File: config.mk
export PLATFORM = sky130hd
export DESIGN_NAME = uart_tx_scheduler_flat
export DESIGN_NICKNAME = d
export VERILOG_FILES = /design/src/rtl/uart_tx_scheduler_if.sv /design/src/rtl/uart_tx_scheduler.sv /design/src/flat_wrapper.sv
export SDC_FILE = /design/constraint.sdc
export NUM_CORES = 1
export LEC_CHECK = 0
export CAP_MARGIN = 40
export CORE_MARGIN = 5
export CORE_UTILIZATION = 49
export CTS_CLUSTER_DIAMETER = 120
export CTS_CLUSTER_SIZE = 30
export DETAILED_ROUTE_END_ITERATION = 16
export PLACE_DENSITY = 0.89
export RECOVER_POWER = 50
export SYNTH_ARGS = -nofsm -noshare
export SYNTH_HDL_FRONTEND = slang
export SYNTH_SLANG_ARGS = --single-unit
File: constraint.sdc
create_clock -name i_clk -period 5.05 [get_ports i_clk]
set_clock_uncertainty 0.15 [all_clocks]
set_input_delay 1.01 -clock i_clk [delete_from_list [all_inputs] [get_ports i_clk]]
set_output_delay 1.01 -clock i_clk [all_outputs]
set_load 0.02 [all_outputs]
File: src/rtl/uart_tx_scheduler_if.sv
// Bus between the log FIFO / uart_tx side and the scheduler.
// slave is the scheduler view, master is the FIFO+UART (or bench) view.
interface uart_tx_scheduler_if #(
  parameter int OVF_CNT_W = 16
);
  logic                 i_enable;
  logic                 i_fifo_empty;
  logic                 o_fifo_ren;
  logic [7:0]           i_fifo_rdata;
  logic                 i_fifo_full;
  logic                 i_fifo_wen;
  logic                 o_tx_valid;
  logic [7:0]           o_tx_data;
  logic                 i_tx_ready;
  logic [OVF_CNT_W-1:0] o_ovf_cnt;
  logic                 o_busy;

  modport slave (
    input  i_enable, i_fifo_empty, i_fifo_rdata, i_fifo_full, i_fifo_wen, i_tx_ready,
    output o_fifo_ren, o_tx_valid, o_tx_data, o_ovf_cnt, o_busy
  );

  modport master (
    output i_enable, i_fifo_empty, i_fifo_rdata, i_fifo_full, i_fifo_wen, i_tx_ready,
    input  o_fifo_ren, o_tx_valid, o_tx_data, o_ovf_cnt, o_busy
  );
endinterface

File: src/rtl/uart_tx_scheduler.sv
// Drains the log FIFO into uart_tx one byte per handshake and counts FIFO overflow drops.
// Define UART_TX_OVF_MSG_EN to insert a "!OVF HH\r\n" report line after drops.
module uart_tx_scheduler #(
  parameter int FIFO_RD_LAT = 1,
  parameter int OVF_CNT_W   = 16
) (
  input logic                i_clk,
  input logic                i_res_n,
  uart_tx_scheduler_if.slave bus
);
  typedef enum logic [2:0] {IDLE, RD, WAIT, CAP, RPT, SEND} state_t;
  localparam logic [1:0] WAIT_LAST = 2'(FIFO_RD_LAT - 2);

  state_t               state, state_nxt;
  logic [1:0]           wait_cnt;
  logic [7:0]           tx_data, rpt_byte;
  logic [OVF_CNT_W-1:0] ovf_cnt, ovf_base, ovf_nxt;
  logic                 accept, ovf_clr, rd_go, rpt_go, rpt_more;

  assign accept = (state == SEND) && bus.i_tx_ready;

`ifdef UART_TX_OVF_MSG_EN
  logic       rpt_active, last_lf;
  logic [3:0] rpt_idx;
  logic [7:0] rpt_hh;

  function automatic logic [7:0] hex_char(input logic [3:0] n);
    return (n < 4'd10) ? (8'h30 + {4'h0, n}) : (8'h37 + {4'h0, n});
  endfunction

  always_comb begin
    case (rpt_idx)
      4'd0:    rpt_byte = 8'h21;
      4'd1:    rpt_byte = 8'h4F;
      4'd2:    rpt_byte = 8'h56;
      4'd3:    rpt_byte = 8'h46;
      4'd4:    rpt_byte = 8'h20;
      4'd5:    rpt_byte = hex_char(rpt_hh[7:4]);
      4'd6:    rpt_byte = hex_char(rpt_hh[3:0]);
      4'd7:    rpt_byte = 8'h0D;
      default: rpt_byte = 8'h0A;
    endcase
  end

  // A report only starts on a line boundary, or when the FIFO has nothing left to finish the line.
  assign rpt_go   = bus.i_enable && (ovf_cnt != '0) && (last_lf || bus.i_fifo_empty);
  assign rpt_more = rpt_active && (rpt_idx != 4'd8);
  assign ovf_clr  = accept && rpt_active && (rpt_idx == 4'd0);

  always_ff @(posedge i_clk or negedge i_res_n) begin
    if (!i_res_n) begin
      rpt_active <= 1'b0;
      rpt_idx    <= 4'd0;
      rpt_hh     <= 8'h00;
      last_lf    <= 1'b1;
    end else begin
      if (state == IDLE && rpt_go) begin
        rpt_active <= 1'b1;
        rpt_idx    <= 4'd0;
        rpt_hh     <= (ovf_cnt > OVF_CNT_W'(255)) ? 8'hFF : ovf_cnt[7:0];
      end else if (accept && rpt_active) begin
        if (rpt_more) rpt_idx <= rpt_idx + 4'd1;
        else          rpt_active <= 1'b0;
      end
      if (accept) last_lf <= (tx_data == 8'h0A);
    end
  end
`else
  assign rpt_byte = 8'h00;
  assign rpt_go   = 1'b0;
  assign rpt_more = 1'b0;
  assign ovf_clr  = 1'b0;
`endif

  assign rd_go = bus.i_enable && !bus.i_fifo_empty && !rpt_go;

  always_comb begin
    state_nxt = state;
    case (state)
      IDLE:    if (rpt_go) state_nxt = RPT;
               else if (rd_go) state_nxt = RD;
      RD:      state_nxt = (FIFO_RD_LAT == 1) ? CAP : WAIT;
      WAIT:    if (wait_cnt == WAIT_LAST) state_nxt = CAP;
      CAP:     state_nxt = SEND;
      RPT:     state_nxt = SEND;
      SEND:    if (bus.i_tx_ready) state_nxt = rpt_more ? RPT : IDLE;
      default: state_nxt = IDLE;
    endcase
  end

  // Clear happens before the increment so a same-cycle drop is not lost.
  always_comb begin
    ovf_base = ovf_clr ? '0 : ovf_cnt;
    ovf_nxt  = ovf_base;
    if (bus.i_fifo_wen && bus.i_fifo_full && (ovf_base != '1))
      ovf_nxt = ovf_base + OVF_CNT_W'(1);
  end

  always_ff @(posedge i_clk or negedge i_res_n) begin
    if (!i_res_n) begin
      state    <= IDLE;
      wait_cnt <= 2'd0;
      tx_data  <= 8'h00;
      ovf_cnt  <= '0;
    end else begin
      state    <= state_nxt;
      wait_cnt <= (state == WAIT) ? wait_cnt + 2'd1 : 2'd0;
      if (state == CAP)      tx_data <= bus.i_fifo_rdata;
      else if (state == RPT) tx_data <= rpt_byte;
      ovf_cnt  <= ovf_nxt;
    end
  end

  assign bus.o_fifo_ren = (state == RD);
  assign bus.o_tx_valid = (state == SEND);
  assign bus.o_tx_data  = tx_data;
  assign bus.o_ovf_cnt  = ovf_cnt;
  assign bus.o_busy     = (state != IDLE);
endmodule
File: src/flat_wrapper.sv
// flat-port wrapper written by rule: the top's interface ports become plain ports
module uart_tx_scheduler_flat 
#(
  parameter int FIFO_RD_LAT = 1,
  parameter int OVF_CNT_W   = 16
)
  (i_clk, i_res_n, bus_i_enable, bus_i_fifo_empty, bus_i_fifo_rdata, bus_i_fifo_full, bus_i_fifo_wen, bus_i_tx_ready, bus_o_fifo_ren, bus_o_tx_valid, bus_o_tx_data, bus_o_ovf_cnt, bus_o_busy);
  uart_tx_scheduler_if #(.OVF_CNT_W(OVF_CNT_W)) bus_i ();
  input logic i_clk;
  input logic i_res_n;
  input wire logic [$bits(bus_i.i_enable)-1:0] bus_i_enable;
  input wire logic [$bits(bus_i.i_fifo_empty)-1:0] bus_i_fifo_empty;
  input wire logic [$bits(bus_i.i_fifo_rdata)-1:0] bus_i_fifo_rdata;
  input wire logic [$bits(bus_i.i_fifo_full)-1:0] bus_i_fifo_full;
  input wire logic [$bits(bus_i.i_fifo_wen)-1:0] bus_i_fifo_wen;
  input wire logic [$bits(bus_i.i_tx_ready)-1:0] bus_i_tx_ready;
  output wire logic [$bits(bus_i.o_fifo_ren)-1:0] bus_o_fifo_ren;
  output wire logic [$bits(bus_i.o_tx_valid)-1:0] bus_o_tx_valid;
  output wire logic [$bits(bus_i.o_tx_data)-1:0] bus_o_tx_data;
  output wire logic [$bits(bus_i.o_ovf_cnt)-1:0] bus_o_ovf_cnt;
  output wire logic [$bits(bus_i.o_busy)-1:0] bus_o_busy;
  assign bus_i.i_enable = bus_i_enable;
  assign bus_i.i_fifo_empty = bus_i_fifo_empty;
  assign bus_i.i_fifo_rdata = bus_i_fifo_rdata;
  assign bus_i.i_fifo_full = bus_i_fifo_full;
  assign bus_i.i_fifo_wen = bus_i_fifo_wen;
  assign bus_i.i_tx_ready = bus_i_tx_ready;
  assign bus_o_fifo_ren = bus_i.o_fifo_ren;
  assign bus_o_tx_valid = bus_i.o_tx_valid;
  assign bus_o_tx_data = bus_i.o_tx_data;
  assign bus_o_ovf_cnt = bus_i.o_ovf_cnt;
  assign bus_o_busy = bus_i.o_busy;
  uart_tx_scheduler #(.FIFO_RD_LAT(FIFO_RD_LAT), .OVF_CNT_W(OVF_CNT_W)) u_core (.i_clk(i_clk), .i_res_n(i_res_n), .bus(bus_i));
endmodule
# Word level (Yosys, flattened, before mapping)
# Index checks and enable logic that the tools add are counted.
[op_classes] addsub=2 eq_ne=10 muxes=7 n_reduce_logical=9
[op_table] op="$add 16x1->16 const B" count=1
[op_table] op="$mux 8" count=2
[op_table] op="$ne 16x16->1 const B" count=1
[op_table] op="$pmux 3 s5" count=1
[op_table] op="$mux 3" count=3
[op_table] op="$eq 3x2->1 const B" count=2
[op_table] op="$eq 3x3->1 const B" count=2
[op_table] op="$ne 2x1->1 const B" count=2
[op_table] op="$eq 3x1->1 const B" count=1
[op_table] op="$logic_and 1x1->1" count=3
[op_table] op="$logic_not 3->1" count=1
[op_table] op="$reduce_and 3->1" count=1
[op_table] op="$reduce_bool 3->1" count=1
[op_table] op="$add 2x1->2 const B" count=1
[op_table] op="$eq 2x2->1 const B" count=1
[op_table] op="$mux 2" count=1
[op_table] op="$ne 2x2->1 const B" count=1
[op_table] op="$reduce_bool 2->1" count=1
[op_table] op="$reduce_or 2->1" count=1
[op_table] op="$logic_not 1->1" count=1
[word_totals] register_bits=29 in_bits=15 output_inout_bits=27 wordCells=32

# Logic depth before layout (Yosys ltp)
[logic_depth] ltp_word=4 depth_mapped=7 ltp_nobuf=5

# Worst setup path after synthesis
# No wires, ideal clock.
[synth_timing] kind="flip-flop to output port" from="register u_core.state[0]" to="output port bus_o_fifo_ren" arrival_ps=1085 required_time_ps=3890 setup_slack_ps=2805 stages_incl_launch_ff=3 path_buffers=1 cell_sequence="dfrtp_1 -> clkbuf_1 -> nor3b_1"
[synth_via] elab_chain_len=1
[synth_rtl] item="start: declaration" line="uart_tx_scheduler.sv:14" source="state_t state, state_nxt;"
[synth_rtl] item="start signal: assignment" line="uart_tx_scheduler.sv:106" source="state <= state_nxt;"
[synth_rtl] item="$eq 3x1->1" line="uart_tx_scheduler.sv:114" source="assign bus.o_fifo_ren = (state == RD);"
[synth_rtl] item="end: declaration" line="flat_wrapper.sv:17" source="output wire logic [$bits(bus_i.o_fifo_ren)-1:0] bus_o_fifo_ren;"
# Every way passes these cells.

# Worst setup path after layout
[layout_timing] from="register u_core.state[2]" to="output port bus_o_busy"
[layout_via] elab_chain_len=1
[layout_rtl] item="$reduce_bool 3->1" line="uart_tx_scheduler.sv:118" source="assign bus.o_busy = (state != IDLE);"
[layout_rtl] item="end: declaration" line="flat_wrapper.sv:21" source="output wire logic [$bits(bus_i.o_busy)-1:0] bus_o_busy;"
# Every way passes these cells.

==> reports/results.tsv <==
metric	value	unit
final period utilization	59.0	%
drt first pass iters	4	
initial antenna violation count	0	
# DRC	0	
CP max FO	16	
GR Util All Layers	16.0	%
worst-skew pair later-pin latency	320	ps
Hold Crit Class	flip-flop to flip-flop	
CP Capture Type	output pin	
Fmax	336	MHz
Area growth, synth to finish	35.9	%
# clock sinks	29	
R2R depth	5	
Post-CTS Setup Bufs	0	
PnR worst setup slack	2070	ps
Initial Utilization	50.7	%
DIE WIDTH	63.2	um
P_leak	0.855	nW
total CTS buffers	5	
Wirelength per Cell	14.3	um
Nets	194	
R2R Path End	u_core.bus.o_ovf_cnt[1]	
post-synthesis cell area	1390	sq um
Synth area leaders	dfrtp_1, xor2_1, nand2_1	
Post-synth EDFFs	0	
synth warn	0	
Seq/Total Area, Yosys	52.3	%
post_cts resized	0	
H-tree depth	2	
Avg Cell Area, Syn	10.3	sq um
top_reg_cell synth	dfrtp_1	
dpl ws	2350	ps
IO Pins	42	
clock root cell	clkbuf_4	
critical path arrival	1820	ps
setup slack, reg-to-reg	3030	ps
via/cell ratio	5.52	
Post-Syn Nets	151	
post-layout util	68.9	%
Hold Startpoint	u_core.wait_cnt[0]	
DP HPWL	2290	um
setup TNS	0	ps
n_diodes	0	
final worst path period need	2980	ps
share of layout cells above drive strength 1	8.43	%
actual slew at the worst max-slew pin	1460	ps
core area	2730	sq um
Iteration-0 DRC Markers	51	
CTS Hold Bufs	0	
max_cap viols	0	
Die Ht	63.2	um
Yosys top cell by area	dfrtp_1	
Cell Rows	19	
final hold violations	0	
grt total ovfl	0	
final slew viol count	0	
hold slack	287	ps
synthesized flop and latch total	29	
Synth async-reset ratio	100	%
global-route wire length before repair	5190	um
vias in the first global route	1168	
largest net degree at the start of global routing	30	
buffer depth of the longest clock path	2	
top cell type's share of synthesized area	52.3	%
Hold Path Stages	1	
Cells after Synth	134	
Antenna Nets Post-Route	0	
# port buffers	41	
commonest non-fill, non-tap cell in the layout	clkdlybuf4s50_1	
slew margin rel.	2.84	%
wirelength, routed	2980	um
die area	3990	sq um
most frequent cells in the layout	clkdlybuf4s50_1, dfrtp_1, nand2_1	
critical path required time	3890	ps
Worst-path clk slew	90	ps
worst vdd ir	0.383	mV
CTS tree	built	
Pwr Density	521	nW/um^2
worst reg2reg path startpoint	u_core.bus.o_ovf_cnt[0]	
gpl congestion	0.887	
WS Path Type	flip-flop to output pin	
routed via count	1154	
Setup Viol. Count Final	0	
Synth cell types	33	
RSZ-0062 raised after global routing	no	
Hold EP	u_core.wait_cnt[0]	
status	completed	
startpoint types	flip-flop	
through the flow:
stage / cells / cell area [sq um] / power, mW
after floorplan: 134 / 1390 / 0.645
after global placement: 201 / 1820 / 0.812
after detailed placement: 201 / 1820 / 0.832
after CTS: 209 / 1890 / 0.991
after global routing: 209 / 1880 / 1.06
final: 209 / 1880 / 0.982
area by class of cell:
class,instances,area [sq um]
Fill cell,235,850
Sequential cell,29,726
Inverter,1,3.75
Clock inverter,1,5.00
Multi-Input combinational cell,98,632
Clock buffer,7,65.1
Tap cell,31,38.8
Timing Repair Buffer,42,414
how the worst max path moves through the flow:
stage,startpoint,end,slack [ps],cells past startpoint
6_report,u_core.state[2],bus_o_busy,2070,2
5_1_grt,u_core.state[2],bus_o_busy,2000,2
4_1_cts,u_core.state[2],bus_o_busy,2060,2
3_5_place_dp,bus_i_fifo_wen,u_core.bus.o_ovf_cnt[15],2350,5
3_3_place_gp,bus_i_fifo_wen,u_core.bus.o_ovf_cnt[15],2430,5
2_1_floorplan,u_core.state[0],bus_o_fifo_ren,2800,2
sequential cells by signal, summed over array words and instances, names as in the netlist:
name / cells
u_core.state: 3
u_core.bus.o_tx_data: 8
u_core.wait_cnt: 2
u_core.bus.o_ovf_cnt: 16
layer usage:
layer / wire length, um / global-route usage (%)
met5: 0 / 0
met1: 1350 / 19.6
met2: 1360 / 24.6
met3: 258 / 7.64
met4: 21 / 5.71
critical path: stages (launching register included):
cell	delay (ps)
dfrtp_1	540
or3_1	420
clkdlybuf4s50_1	540
logic make-up after synthesis:
kind of cell | count (synthesis) | share of synthesized area, %
DFF | 29 | 52.3
buffers and inverters | 7 | 2.08
and+or+nand+nor | 57 | 24.3
muxes | 1 | 1.08
adders and majority gates | 2 | 1.80
xor gates and xnor gates | 14 | 8.84
AOI/OAI and AO/OA | 24 | 9.57
report_power, final:
group / internal (mW) / switching, mW / total, mW
sequential: 0.304 / 0.0916 / 0.395
combinational: 0.211 / 0.219 / 0.430
clock: 0.0806 / 0.0765 / 0.157
cell usage after synthesis (all sizes together) (2+ instances only):
cell	instances
dfrtp	29
nand2	18
a21oi	12
xor2	9
nor2	8
o22ai	8
nand4	7
nor3	5
xnor2	5
buf	3
clkbuf	3
nand3	3
nor4	3
a31oi	2
and2	2
and3	2
ha	2
nand2b	2
o21ai	2
or2	2
or3	2
Note: power is estimated with default switching activity, not from simulation.
